### src/rtl/cpu_types_pkg.sv
// Shared CPU types: pipeline-control FSM states and register-index sizing.
package cpu_types_pkg;

    localparam int REG_W = 5;

    typedef logic [REG_W-1:0] regbits_t;

    typedef enum logic [1:0] {
        RUN     = 2'd0,
        MEMWAIT = 2'd1,
        HALTED  = 2'd2
    } pctrl_state_t;

    typedef struct packed {
        logic pc_en;
        logic ifid_en;
        logic idex_en;
        logic exmem_en;
        logic memwb_en;
        logic ifid_flush;
        logic idex_flush;
        logic exmem_flush;
        logic memwb_flush;
    } pctrl_out_t;

endpackage

### src/rtl/hazard_detect.sv
// Load-use comparator: a load in EX whose destination feeds the ID-stage instruction.
module hazard_detect #(
    parameter int REG_W = cpu_types_pkg::REG_W
) (
    input  logic             idex_dren_i,
    input  logic [REG_W-1:0] idex_rt_i,
    input  logic [REG_W-1:0] ifid_rs_i,
    input  logic [REG_W-1:0] ifid_rt_i,
    input  logic             ifid_uses_rt_i,
    output logic             load_use_o
);

    // Register 0 is hardwired, so a load targeting it never creates a dependency.
    assign load_use_o = idex_dren_i && (idex_rt_i != '0) &&
                        ((idex_rt_i == ifid_rs_i) ||
                         (ifid_uses_rt_i && (idex_rt_i == ifid_rt_i)));

endmodule

### src/rtl/pipeline_ctrl.sv
// Stall/flush scheduler for the 5-stage pipeline: FSM, priority decode and activity counters.
//   state   | meaning
//   RUN     | normal operation
//   MEMWAIT | a data access is outstanding in MEM
//   HALTED  | halt retired; frozen until reset
module pipeline_ctrl #(
    parameter int REG_W = 5,
    parameter int CNT_W = 16
) (
    input  logic             CLK,
    input  logic             RST,
    input  logic             ihit,
    input  logic             dhit,
    input  logic             exmem_dmem,
    input  logic             idex_dREN,
    input  logic [REG_W-1:0] idex_rt,
    input  logic [REG_W-1:0] ifid_rs,
    input  logic [REG_W-1:0] ifid_rt,
    input  logic             ifid_uses_rt,
    input  logic             branch_taken,
    input  logic             halt_wb,
    output logic             pc_en,
    output logic             ifid_en,
    output logic             idex_en,
    output logic             exmem_en,
    output logic             memwb_en,
    output logic             ifid_flush,
    output logic             idex_flush,
    output logic             exmem_flush,
    output logic             memwb_flush,
    output logic             halt_o,
    output logic [CNT_W-1:0] stall_cnt,
    output logic [CNT_W-1:0] flush_cnt
);

    import cpu_types_pkg::*;

    pctrl_state_t     state_q, state_d;
    logic             halt_q;
    logic [CNT_W-1:0] stall_q, flush_q;
    logic             load_use, frozen, dwait, br_win, stall_inc;
    pctrl_out_t       ctl;

    hazard_detect #(.REG_W(REG_W)) u_hazard (
        .idex_dren_i    (idex_dREN),
        .idex_rt_i      (idex_rt),
        .ifid_rs_i      (ifid_rs),
        .ifid_rt_i      (ifid_rt),
        .ifid_uses_rt_i (ifid_uses_rt),
        .load_use_o     (load_use)
    );

    assign frozen    = (state_q == HALTED) || halt_wb;
    assign dwait     = exmem_dmem && !dhit;
    assign br_win    = !frozen && !dwait && branch_taken;
    assign stall_inc = !ctl.pc_en && !frozen;

    always_comb begin
        ctl = '0;
        if (RST) begin
            ctl.ifid_flush  = 1'b1;
            ctl.idex_flush  = 1'b1;
            ctl.exmem_flush = 1'b1;
            ctl.memwb_flush = 1'b1;
        end else if (frozen || dwait) begin
            ctl = '0;
        end else if (branch_taken) begin
            // ID holds a wrong-path instruction, so the redirect outranks load-use.
            ctl.pc_en      = 1'b1;
            ctl.ifid_en    = 1'b1;
            ctl.idex_en    = 1'b1;
            ctl.exmem_en   = 1'b1;
            ctl.memwb_en   = 1'b1;
            ctl.ifid_flush = 1'b1;
            ctl.idex_flush = 1'b1;
        end else if (load_use) begin
            ctl.idex_en    = 1'b1;
            ctl.exmem_en   = 1'b1;
            ctl.memwb_en   = 1'b1;
            ctl.idex_flush = 1'b1;
        end else if (!ihit) begin
            ctl.ifid_en    = 1'b1;
            ctl.idex_en    = 1'b1;
            ctl.exmem_en   = 1'b1;
            ctl.memwb_en   = 1'b1;
            ctl.ifid_flush = 1'b1;
        end else begin
            ctl.pc_en    = 1'b1;
            ctl.ifid_en  = 1'b1;
            ctl.idex_en  = 1'b1;
            ctl.exmem_en = 1'b1;
            ctl.memwb_en = 1'b1;
        end
    end

    always_comb begin
        state_d = state_q;
        if (halt_wb) begin
            state_d = HALTED;
        end else begin
            case (state_q)
                RUN:     if (dwait) state_d = MEMWAIT;
                MEMWAIT: if (dhit)  state_d = RUN;
                default: state_d = state_q;
            endcase
        end
    end

    always_ff @(posedge CLK) begin
        if (RST) begin
            state_q <= RUN;
            halt_q  <= 1'b0;
            stall_q <= '0;
            flush_q <= '0;
        end else begin
            state_q <= state_d;
            halt_q  <= (state_d == HALTED);
            if (stall_inc && (stall_q != '1)) stall_q <= stall_q + CNT_W'(1);
            if (br_win && (flush_q != '1))    flush_q <= flush_q + CNT_W'(1);
        end
    end

    assign pc_en       = ctl.pc_en;
    assign ifid_en     = ctl.ifid_en;
    assign idex_en     = ctl.idex_en;
    assign exmem_en    = ctl.exmem_en;
    assign memwb_en    = ctl.memwb_en;
    assign ifid_flush  = ctl.ifid_flush;
    assign idex_flush  = ctl.idex_flush;
    assign exmem_flush = ctl.exmem_flush;
    assign memwb_flush = ctl.memwb_flush;
    assign halt_o      = halt_q;
    assign stall_cnt   = stall_q;
    assign flush_cnt   = flush_q;

endmodule

### config.mk
export PLATFORM = sky130hd
export DESIGN_NAME = pipeline_ctrl
export DESIGN_NICKNAME = d
export VERILOG_FILES = /design/src/rtl/cpu_types_pkg.sv /design/src/rtl/hazard_detect.sv /design/src/rtl/pipeline_ctrl.sv
export SDC_FILE = /design/constraint.sdc
export NUM_CORES = 1
export LEC_CHECK = 0
export ABC_AREA = 1
export BUFFER_PORTS_ARGS = -buffer_cell sky130_fd_sc_hd__buf_4
export CAP_MARGIN = 20
export CORE_MARGIN = 5
export CORE_UTILIZATION = 30
export CTS_CLUSTER_SIZE = 10
export DETAILED_ROUTE_END_ITERATION = 10
export HOLD_SLACK_MARGIN = 0.1
export MAX_ROUTING_LAYER = met4
export PLACE_DENSITY = 0.5
export SLEW_MARGIN = 20
export SYNTH_ARGS = -nofsm -noshare
export SYNTH_HDL_FRONTEND = slang
export SYNTH_SLANG_ARGS = --single-unit
### constraint.sdc
create_clock -name CLK -period 4.3 [get_ports CLK]
set_input_delay 0.43 -clock CLK [delete_from_list [all_inputs] [get_ports CLK]]
set_output_delay 0.43 -clock CLK [all_outputs]
set_load 0.02 [all_outputs]
# Word-level counts from Yosys, hierarchy flattened
# Index checks and enable logic that the tools add are counted.
[totals]
reg_bits = 35
wordCells = 44
[op_classes]
n_eq_ne = 7
add_sub_neg = 2
reduce_logical = 18
muxes = 13
[ops]
columns = ["operator", "n"]
rows = [
  ["adder 16 x 1 -> 16 bit (second input constant)", 2],
  ["!= test 16 bit (second input constant)", 2],
  ["two-way mux 7 bit", 2],
  ["== test 5 bit", 2],
  ["logical AND 1 bit", 9],
  ["two-way mux 2 bit", 4],
  ["two-way mux 5 bit", 1],
  ["nonzero test 5 bit", 1],
  ["== test 2 bit (second input constant)", 2],
  ["logical NOT 1 bit", 4],
  ["two-way mux 1 bit", 4],
  ["two-way mux 4 bit", 1],
  ["case mux 2 bit (2 select lines)", 1],
  ["logical OR 1 bit", 3],
  ["== test 2 x 1 -> 1 bit (second input constant)", 1],
  ["logical NOT 2 bit", 1],
]

# Longest topological paths before layout
# Gate-level depths: netlist of run 1.
[depth]
ltp_word = 11
depth_mapped = 12
depth_no_buf = 12

# Hierarchy
# From an unflattened synthesis of run 1, not the netlist that was laid out.
[unflattened]
hier_cells = 379
area_unflattened_um2 = 2327.2
[by_module_without_submodules]
columns = ["mod", "area_per_inst_um2", "cells_per_inst", "n_inst", "seq_area_each_um2"]
rows = [
  ["pipeline_ctrl", 2120.8, 327, 1, 700.7],
  ["hazard_detect", 206.4, 52, 1, 0.0],
]

# Worst setup path after synthesis of run 1
# No wires, ideal clock.
[synth_path]
path_kind = "in2out"
from = "input halt_wb"
to = "output pc_en"
path_slack_ps = 2385
t_required_ps = 3870
n_path_buf = 1
arrival_time_ps = 1485
path_stages = 6
cell_sequence = "a21oi_4 > o21ai_4 > nor2_4 > nand3_4 > buf_4 > inv_1"
[synth_via]
elab_chain_cells = 4
[synth_lines]
columns = ["element", "line_no", "text"]
rows = [
  ["start, declared", "pipeline_ctrl.sv:21", "input logic halt_wb,"],
  ["logical OR 1 bit", "pipeline_ctrl.sv:53", "assign frozen = (state_q == HALTED) || halt_wb;"],
  ["logical OR 1 bit", "pipeline_ctrl.sv:65", "end else if (frozen || dwait) begin"],
  ["two-way mux 7 bit", "pipeline_ctrl.sv:65", ""],
  ["two-way mux 5 bit", "pipeline_ctrl.sv:60", "if (RST) begin"],
  ["end, declared", "pipeline_ctrl.sv:22", "output logic pc_en,"],
]
# Every way passes these cells.

# Worst setup path after layout of run 1
[layout_path]
from = "register state_q[0]"
to = "output pc_en"
[layout_via]
elab_chain_cells = 5
[layout_lines]
columns = ["element", "line_no", "text"]
rows = [
  ["start, declared", "pipeline_ctrl.sv:38", "pctrl_state_t state_q, state_d;"],
  ["start signal, assigned", "pipeline_ctrl.sv:116", "state_q <= state_d;"],
  ["== test 2 bit", "pipeline_ctrl.sv:53", ""],
  ["logical OR 1 bit", "pipeline_ctrl.sv:53", ""],
  ["logical OR 1 bit", "pipeline_ctrl.sv:65", ""],
  ["two-way mux 7 bit", "pipeline_ctrl.sv:65", ""],
  ["two-way mux 5 bit", "pipeline_ctrl.sv:60", ""],
]
# Every way passes these cells.

==> results of run 1 <==
==> state kept, by name (all words and copies together), names as in the netlist <==
register / flops
flush_cnt: 16
halt_o: 1
stall_cnt: 16
state_q: 2
==> cell usage in the layout (no fill, tap or decap), drive strengths merged <==
cell type  netlist  final
o21ai           10     10
ha               2      2
nand4           20     20
dfxtp           35     35
xor2            11     11
buf              8     65
o211a            1      1
xnor2            9      9
nor3b            2      2
and3             1      1
a21oi           31     31
nand3           22     22
clkbuf           6      5
o21a             1      1
nand2           91     91
nor4             3      3
nor2            40     40
nor3             9      9
clkinv           0      2
bufinv           0      1
inv             41     41
==> stage by stage <==
stage / hold WS, ns / power (mW) / worst slack, ns
after global routing: 0.389 / 0.778 / 1.75
after CTS: 0.381 / 0.755 / 1.85
after global placement: 0.486 / 0.445 / 1.95
final: 0.385 / 0.743 / 1.89
after detailed placement: 0.492 / 0.446 / 1.85
after floorplan: 0.494 / 0.405 / 2.38
==> worst paths after layout <==
path	start	to	slack, ns	cells past startpoint
worst min-delay path	halt_wb	state_q[1]$_SDFF_PP0_	0.38	3
worst max-delay path	state_q[0]$_SDFF_PP0_	pc_en	1.89	7
worst max register to register	state_q[0]$_SDFF_PP0_	flush_cnt[12]$_SDFFE_PP0P_	2.04	10
worst min register to register	stall_cnt[15]$_SDFFE_PP0P_	stall_cnt[15]$_SDFFE_PP0P_	0.50	2
==> cell type report <==
type,instances,area share [%]
timing repair buffer,65,16.8
tap,99,4.25
clock buffer,5,2.36
clock inverter,3,1.50
inverter,41,5.29
multi-input combinational,253,45.8
sequential,35,24.1
==> cell families after synthesis <==
| kind of cell | count (synthesis) |
|---|---|
| AND/OR/NAND/NOR | 188 |
| XOR/XNOR | 20 |
| flip-flops | 35 |
| buffers and inverters | 55 |
| adder cells (fa/ha/maj) | 2 |
| AO/OA/AOI/OAI | 43 |
==> critical path, delay by kind of cell (launching register included) <==
kind	cells	cell delay, ns
AO/OA/AOI/OAI	2	0.65
flip-flops	1	0.31
buffers and inverters	3	0.32
AND/OR/NAND/NOR	2	0.41
==> layer usage <==
layer  GRT usage, %  vias up  part of all wire, %
met5              -        -                    0
met1           17.0     1068                   47
met3           3.59        9                  4.0
li1               -     1228                    -
met4           4.97        0                  1.7
met2           22.0       48                   48
==> power groups by stage <==
stage / logic, mW / registers (mW) / clock network, mW
finish: 0.102 / 0.334 / 0.307
global route: 0.113 / 0.336 / 0.329
CTS: 0.104 / 0.335 / 0.317
detailed placement: 0.104 / 0.342 / 0
global placement: 0.102 / 0.342 / 0
floorplan: 0.0598 / 0.346 / 0
==> metrics.md, run 1 <==
| Metric | Value |
|---|---|
| Sw Share | 27.1% |
| Grt ovf | 0 |
| Antenna Cells | 0 |
| First-pass GRT wire length | 10700 microns |
| Flops & latches, synth | 35 |
| Vias in the first global route | 2194 |
| Clock Sinks | 35 |
| Die X | 97.1 microns |
| Layout area overhead | 28.0% |
| FMAX | 415 MHz |
| RSZ-0062 raised after global routing | false |
| Multi-input logic area | 0.00133 sq mm |
| Setup TNS | 0 ns |
| Min-Delay Path Class | input pin to flip-flop |
| Largest net degree at the start of global routing | 29 |
| Crit Path Max Fanout | 18 |
| Vias | 2353 |
| Crit-path slowest cell | a21oi_4 |
| # nets final | 427 |
| Wire per inst | 12.7 microns |
| Leakage | 1.28 nW |
| CTS tree | done |
| Die area | 0.00942 sq mm |
| Synthesized area | 0.00227 sq mm |
| Initial Util | 31.0% |
| Async SR Flop Fraction | 0% |
| Warnings from Yosys | 0 |
| Simple-gate area share of the yosys netlist | 39.0% |
| Placed cells | 493 |
| Max_slew headroom | 61.1% |
| Crit-path most repeated cell | inv_1 |
| Most area-hungry cell type in the Yosys netlist | dfxtp_1 |
| Max Slew Vio Count | 0 |
| CP Capture Type | output port |
| Fin util | 39.7% |
| Adder-cell share of the synthesized area | 1.10% |
| Most frequent cell after synthesis | nand2_1 |
| Synth Flop Type | dfxtp_1 |
| EDFF count, synth | 0 |
| Area of all placed cells without fillers | 0.00291 sq mm |
| Net Switching | 0.201 mW |
| Clock buffer depth | 2 |
| Detailed-route vias per instance | 4.70 |
| Post-synth top area share | 30.8% |
| Post-synth top cells | 90 x nand2_1, 41 x inv_1, 38 x nor2_1 |
| Final Setup Violations | 0 |
| Fin crit share | 56.1% |
| CTS H-tree lvls | 2 |
| Storage element area | 701 sq um |
| Flop pwr share | 45.0% |
| Tot GR Track Use | 13.9% |
| Setup CP Type | flip-flop to output port |
| Core Region | 0.00733 sq mm |
| Critical Path RT | 3.87 ns |
| Mapped Nets | 369 |
| Length of the first detailed-routing pass in iterations | 4 |
| Starting DRT DRC Count | 81 |
| P per Cell Area | 255 mW/mm^2 |
| Layout fillers | 779 |
| Initial antenna violation count | 0 |
| Post-CTS resize count | 0 |
| Top cells by area, synth | dfxtp_1 31%, nand2_1 15%, inv_1 6.8%, a21oi_1 6.6%, nor2_1 6.3% |
| Hold-fix buffer count after cts | 0 |
| Peak supply drop | 152 uV |
| Netlist cell types | 31 |
| Die Y-Extent | 97.1 microns |
| Combinational Power Share | 13.7% |
| Setup Buffers After CTS | 0 |
| CTS buffer count | 5 |
| Post-synthesis sequential area ratio | 30.8% |
| Startpoint Class | flip-flop |
| Placed Area | 0.00280 sq mm |
| Largest family of logic cells by synthesized area | simple AND/OR/NAND/NOR gates |
| Post-Synth XOR/XNOR Area | 7.70% |
| GPL Wtd Cong | 0.852 |
| Outcome | finished clean |
| Worst-Skew Late Latency | 0.29 ns |
| CP arrival | 1.98 ns |
| Crit-path cells | inv_1 -> a21oi_4 -> o21ai_4 -> nor2_4 -> nand3_4 -> inv_1 -> buf_4 |
| Share of layout cells above drive strength 1 | 20.6% |
| Min Tclk post-route | 2.41 ns |
| Antenna Violating Nets Remaining | 0 |
| Synth Area in Compound Gates | 10.8% |
| Mean post-synth cell area | 6.63 sq um |
| DRT Wirelength | 6360 microns |
| Final std cells w/o fill | 501 |
| I/O pins | 66 |
| DRC viols | 0 |
| Final Hold Fails | 0 |
| Final HPWL DP | 4820 microns |
| Skew final | 0.00772 ns |
| Cells after synthesis | 343 |
| Worst-Margin Slew | 0.583 ns |
| Mux contribution to synthesized area | 0% |
| Root Driver | clkbuf_8 |
| Slowest stage delay, CP | 0.49 ns |
| IO Port Bufs | 65 |
| Max-Cap Viols | 0 |
| # rows | 31 |
| Clock Power Share | 41.3% |
| Clk slew on worst S/H paths | 0.07 ns |
| P_int | 0.542 mW |
No activity file was read; power rests on OpenSTA's default activity.
==> run 2: changes to the inputs <==
==> constraint.sdc (replaced) <==
create_clock -name CLK -period 2.3 [get_ports CLK]
set_input_delay 0.23 -clock CLK [delete_from_list [all_inputs] [get_ports CLK]]
set_output_delay 0.23 -clock CLK [all_outputs]
set_load 0.02 [all_outputs]
==> metrics.md, run 2 (synthesis gave the netlist of run 1 again) <==
| Metric | Value |
|---|---|
| # nets final | 433 (+1.4%) |
| Setup CP Type | flip-flop to flip-flop |
| Antenna Violating Nets Remaining | 0 (unchanged) |
| Hold Path Origin | halt_wb |
| Crit Path Max Fanout | 18 (unchanged) |
| Reg2reg path depth | 8 (-2) |
| Leakage | 1.32 nW (+2.9%) |
| Outcome | finished clean |
| Initial antenna violation count | 0 (unchanged) |
| GPL Wtd Cong | 0.850 (-0.21%) |
| Critical Path RT | 2.49 ns (-1.38 ns) |
| Setup Buffers After CTS | 0 (unchanged) |
| Worst-Margin Slew | 0.463 ns (-0.120 ns) |
| Fin util | 40.6% (+0.89 points) |
| Max-Cap Viols | 0 (unchanged) |
| Fin crit share | 82.4% |
| Commonest non-fill, non-tap cell in the layout | nand2_1 |
| Hold EP | state_q[1]$_SDFF_PP0_ |
| Final Setup Violations | 0 (unchanged) |
| Reg2reg start | stall_cnt[0]$_SDFFE_PP0P_ |
| DRC viols | 0 (unchanged) |
| Length of the first detailed-routing pass in iterations | 4 (unchanged) |
| DRT Wirelength | 6390 microns (+0.52%) |
| Largest net degree at the start of global routing | 29 (unchanged) |
| Detailed-route vias per instance | 4.73 (+0.62%) |
| Setup TNS | 0 ns (unchanged) |
| Max Slew Vio Count | 0 (unchanged) |
| Vias | 2396 (+1.8%) |
| Vias in the first global route | 2241 (+2.1%) |
| CTS H-tree lvls | 2 (unchanged) |
| Clock Sinks | 35 (unchanged) |
| Antenna Cells | 0 (unchanged) |
| Die area | 0.00942 sq mm (unchanged) |
| Hold-fix buffer count after cts | 0 (unchanged) |
| Grt ovf | 0 (unchanged) |
| RSZ-0062 raised after global routing | false |
| Hold Path Depth | 3 (unchanged) |
| Wire per inst | 12.6 microns (-0.67%) |
| CTS buffer count | 5 (unchanged) |
| GRT busiest layer | met2 |
| CP Capture Type | flip-flop |
| Min-Delay Path Class | input pin to flip-flop |
| Reg2Reg Setup Slack | 0.40 ns (-1.64 ns) |
| Worst-Skew Late Latency | 0.29 ns (about the same) |
| GR Util met2 | 22.3% (+0.27 points) |
| Final HPWL DP | 4910 microns (+1.8%) |
| Peak supply drop | 257 uV (+69%) |
| Die X | 97.1 microns (unchanged) |
| Tot GR Track Use | 13.8% (-0.11 points) |
| Max_slew headroom | 69.1% (+8.0 points) |
| I/O pins | 66 (unchanged) |
| Layout area overhead | 30.9% |
| Clk slew on worst S/H paths | 0.08 ns (about the same) |
| Share of layout cells above drive strength 1 | 21.6% (+0.92 points) |
| Met3 Use GR | 2.94% (-0.65 points) |
| Final Hold Fails | 0 (unchanged) |
| Layout fillers | 784 (+0.64%) |
| Startpoint Class | flip-flop |
| Core Region | 0.00733 sq mm (unchanged) |
| Met1 usage in global routing | 17.3% (+0.30 points) |
| Post-CTS resize count | 0 (unchanged) |
| # rows | 31 (unchanged) |
| Root Driver | clkbuf_8 |
| Critical R2R Capture | stall_cnt[1]$_SDFFE_PP0P_ |
| Most frequent cells in the layout | 90 x nand2_1, 71 x buf_4, 41 x inv_1 |
| CTS tree | done |
| IO Port Bufs | 65 (unchanged) |
| P per Cell Area | 500 mW/mm^2 (+96%) |
| Min Tclk post-route | 1.90 ns |
| Starting DRT DRC Count | 65 (-20%) |
| CP arrival | 2.08 ns (+0.10 ns) |
| FMAX | 528 MHz |
| Initial Util | 31.0% (unchanged) |
| Die Y-Extent | 97.1 microns (unchanged) |
| First-pass GRT wire length | 10700 microns (+0.58%) |
| Clock buffer depth | 2 (unchanged) |
| Skew final | 0.00802 ns (+0.000306 ns) |
run 2: where the power goes:
part,switching [mW],internal [mW]
combinational,0.116,0.0781
sequential,0.00977,0.615
clock,0.237,0.434
run 2: per-layer routing:
layer / part of all wire (%) / vias up
li1: - / 1238
met1: 48 / 1111
met2: 47 / 39
met3: 3.8 / 8
met4: 1.1 / 0
met5: 0 / -
run 2: per-stage QoR:
stage	total power, mW	hold WS, ns	setup WS (ns)	cell area, sq um	std cells
after floorplan	0.758	0.351	0.487	2270	343
after global placement	0.834	0.471	0.496	2840	499
after detailed placement	0.835	0.472	0.415	2840	499
after CTS	1.52	0.179	0.403	2980	507
after global routing	1.56	0.178	0.261	2980	507
final	1.49	0.184	0.405	2980	507
run 2: worst max-delay path by stage:
stage | end | slack, ns | cells after the start | from
floorplan | stall_cnt[10]$_SDFFE_PP0P_ | 0.49 | 7 | stall_cnt[0]$_SDFFE_PP0P_
global placement | stall_cnt[1]$_SDFFE_PP0P_ | 0.50 | 8 | stall_cnt[0]$_SDFFE_PP0P_
detailed placement | stall_cnt[1]$_SDFFE_PP0P_ | 0.42 | 8 | stall_cnt[0]$_SDFFE_PP0P_
CTS | stall_cnt[1]$_SDFFE_PP0P_ | 0.40 | 8 | stall_cnt[0]$_SDFFE_PP0P_
global route | stall_cnt[8]$_SDFFE_PP0P_ | 0.26 | 7 | stall_cnt[0]$_SDFFE_PP0P_
finish | stall_cnt[1]$_SDFFE_PP0P_ | 0.40 | 8 | stall_cnt[0]$_SDFFE_PP0P_
run 2: layout make-up:
cell class	instances	area [sq um]	area share, %
multi-input cells	253	1330	44.8
flip-flops and latches	35	701	23.5
repair buffers	71	533	17.9
inverters	41	154	5.17
well taps	99	124	4.16
clock buffers	6	72.6	2.44
clock inverters	2	60.1	2.02
run 2: critical path, stage by stage, from the launching register on:
cell and delay [ns]:
dfxtp_1 0.40, ha_1 0.23, nand2_1 0.12, nor3b_4 0.33, nand4_4 0.23, nand3_4 0.28
nand2_1 0.08, nand2_1 0.06, nor2_1 0.05
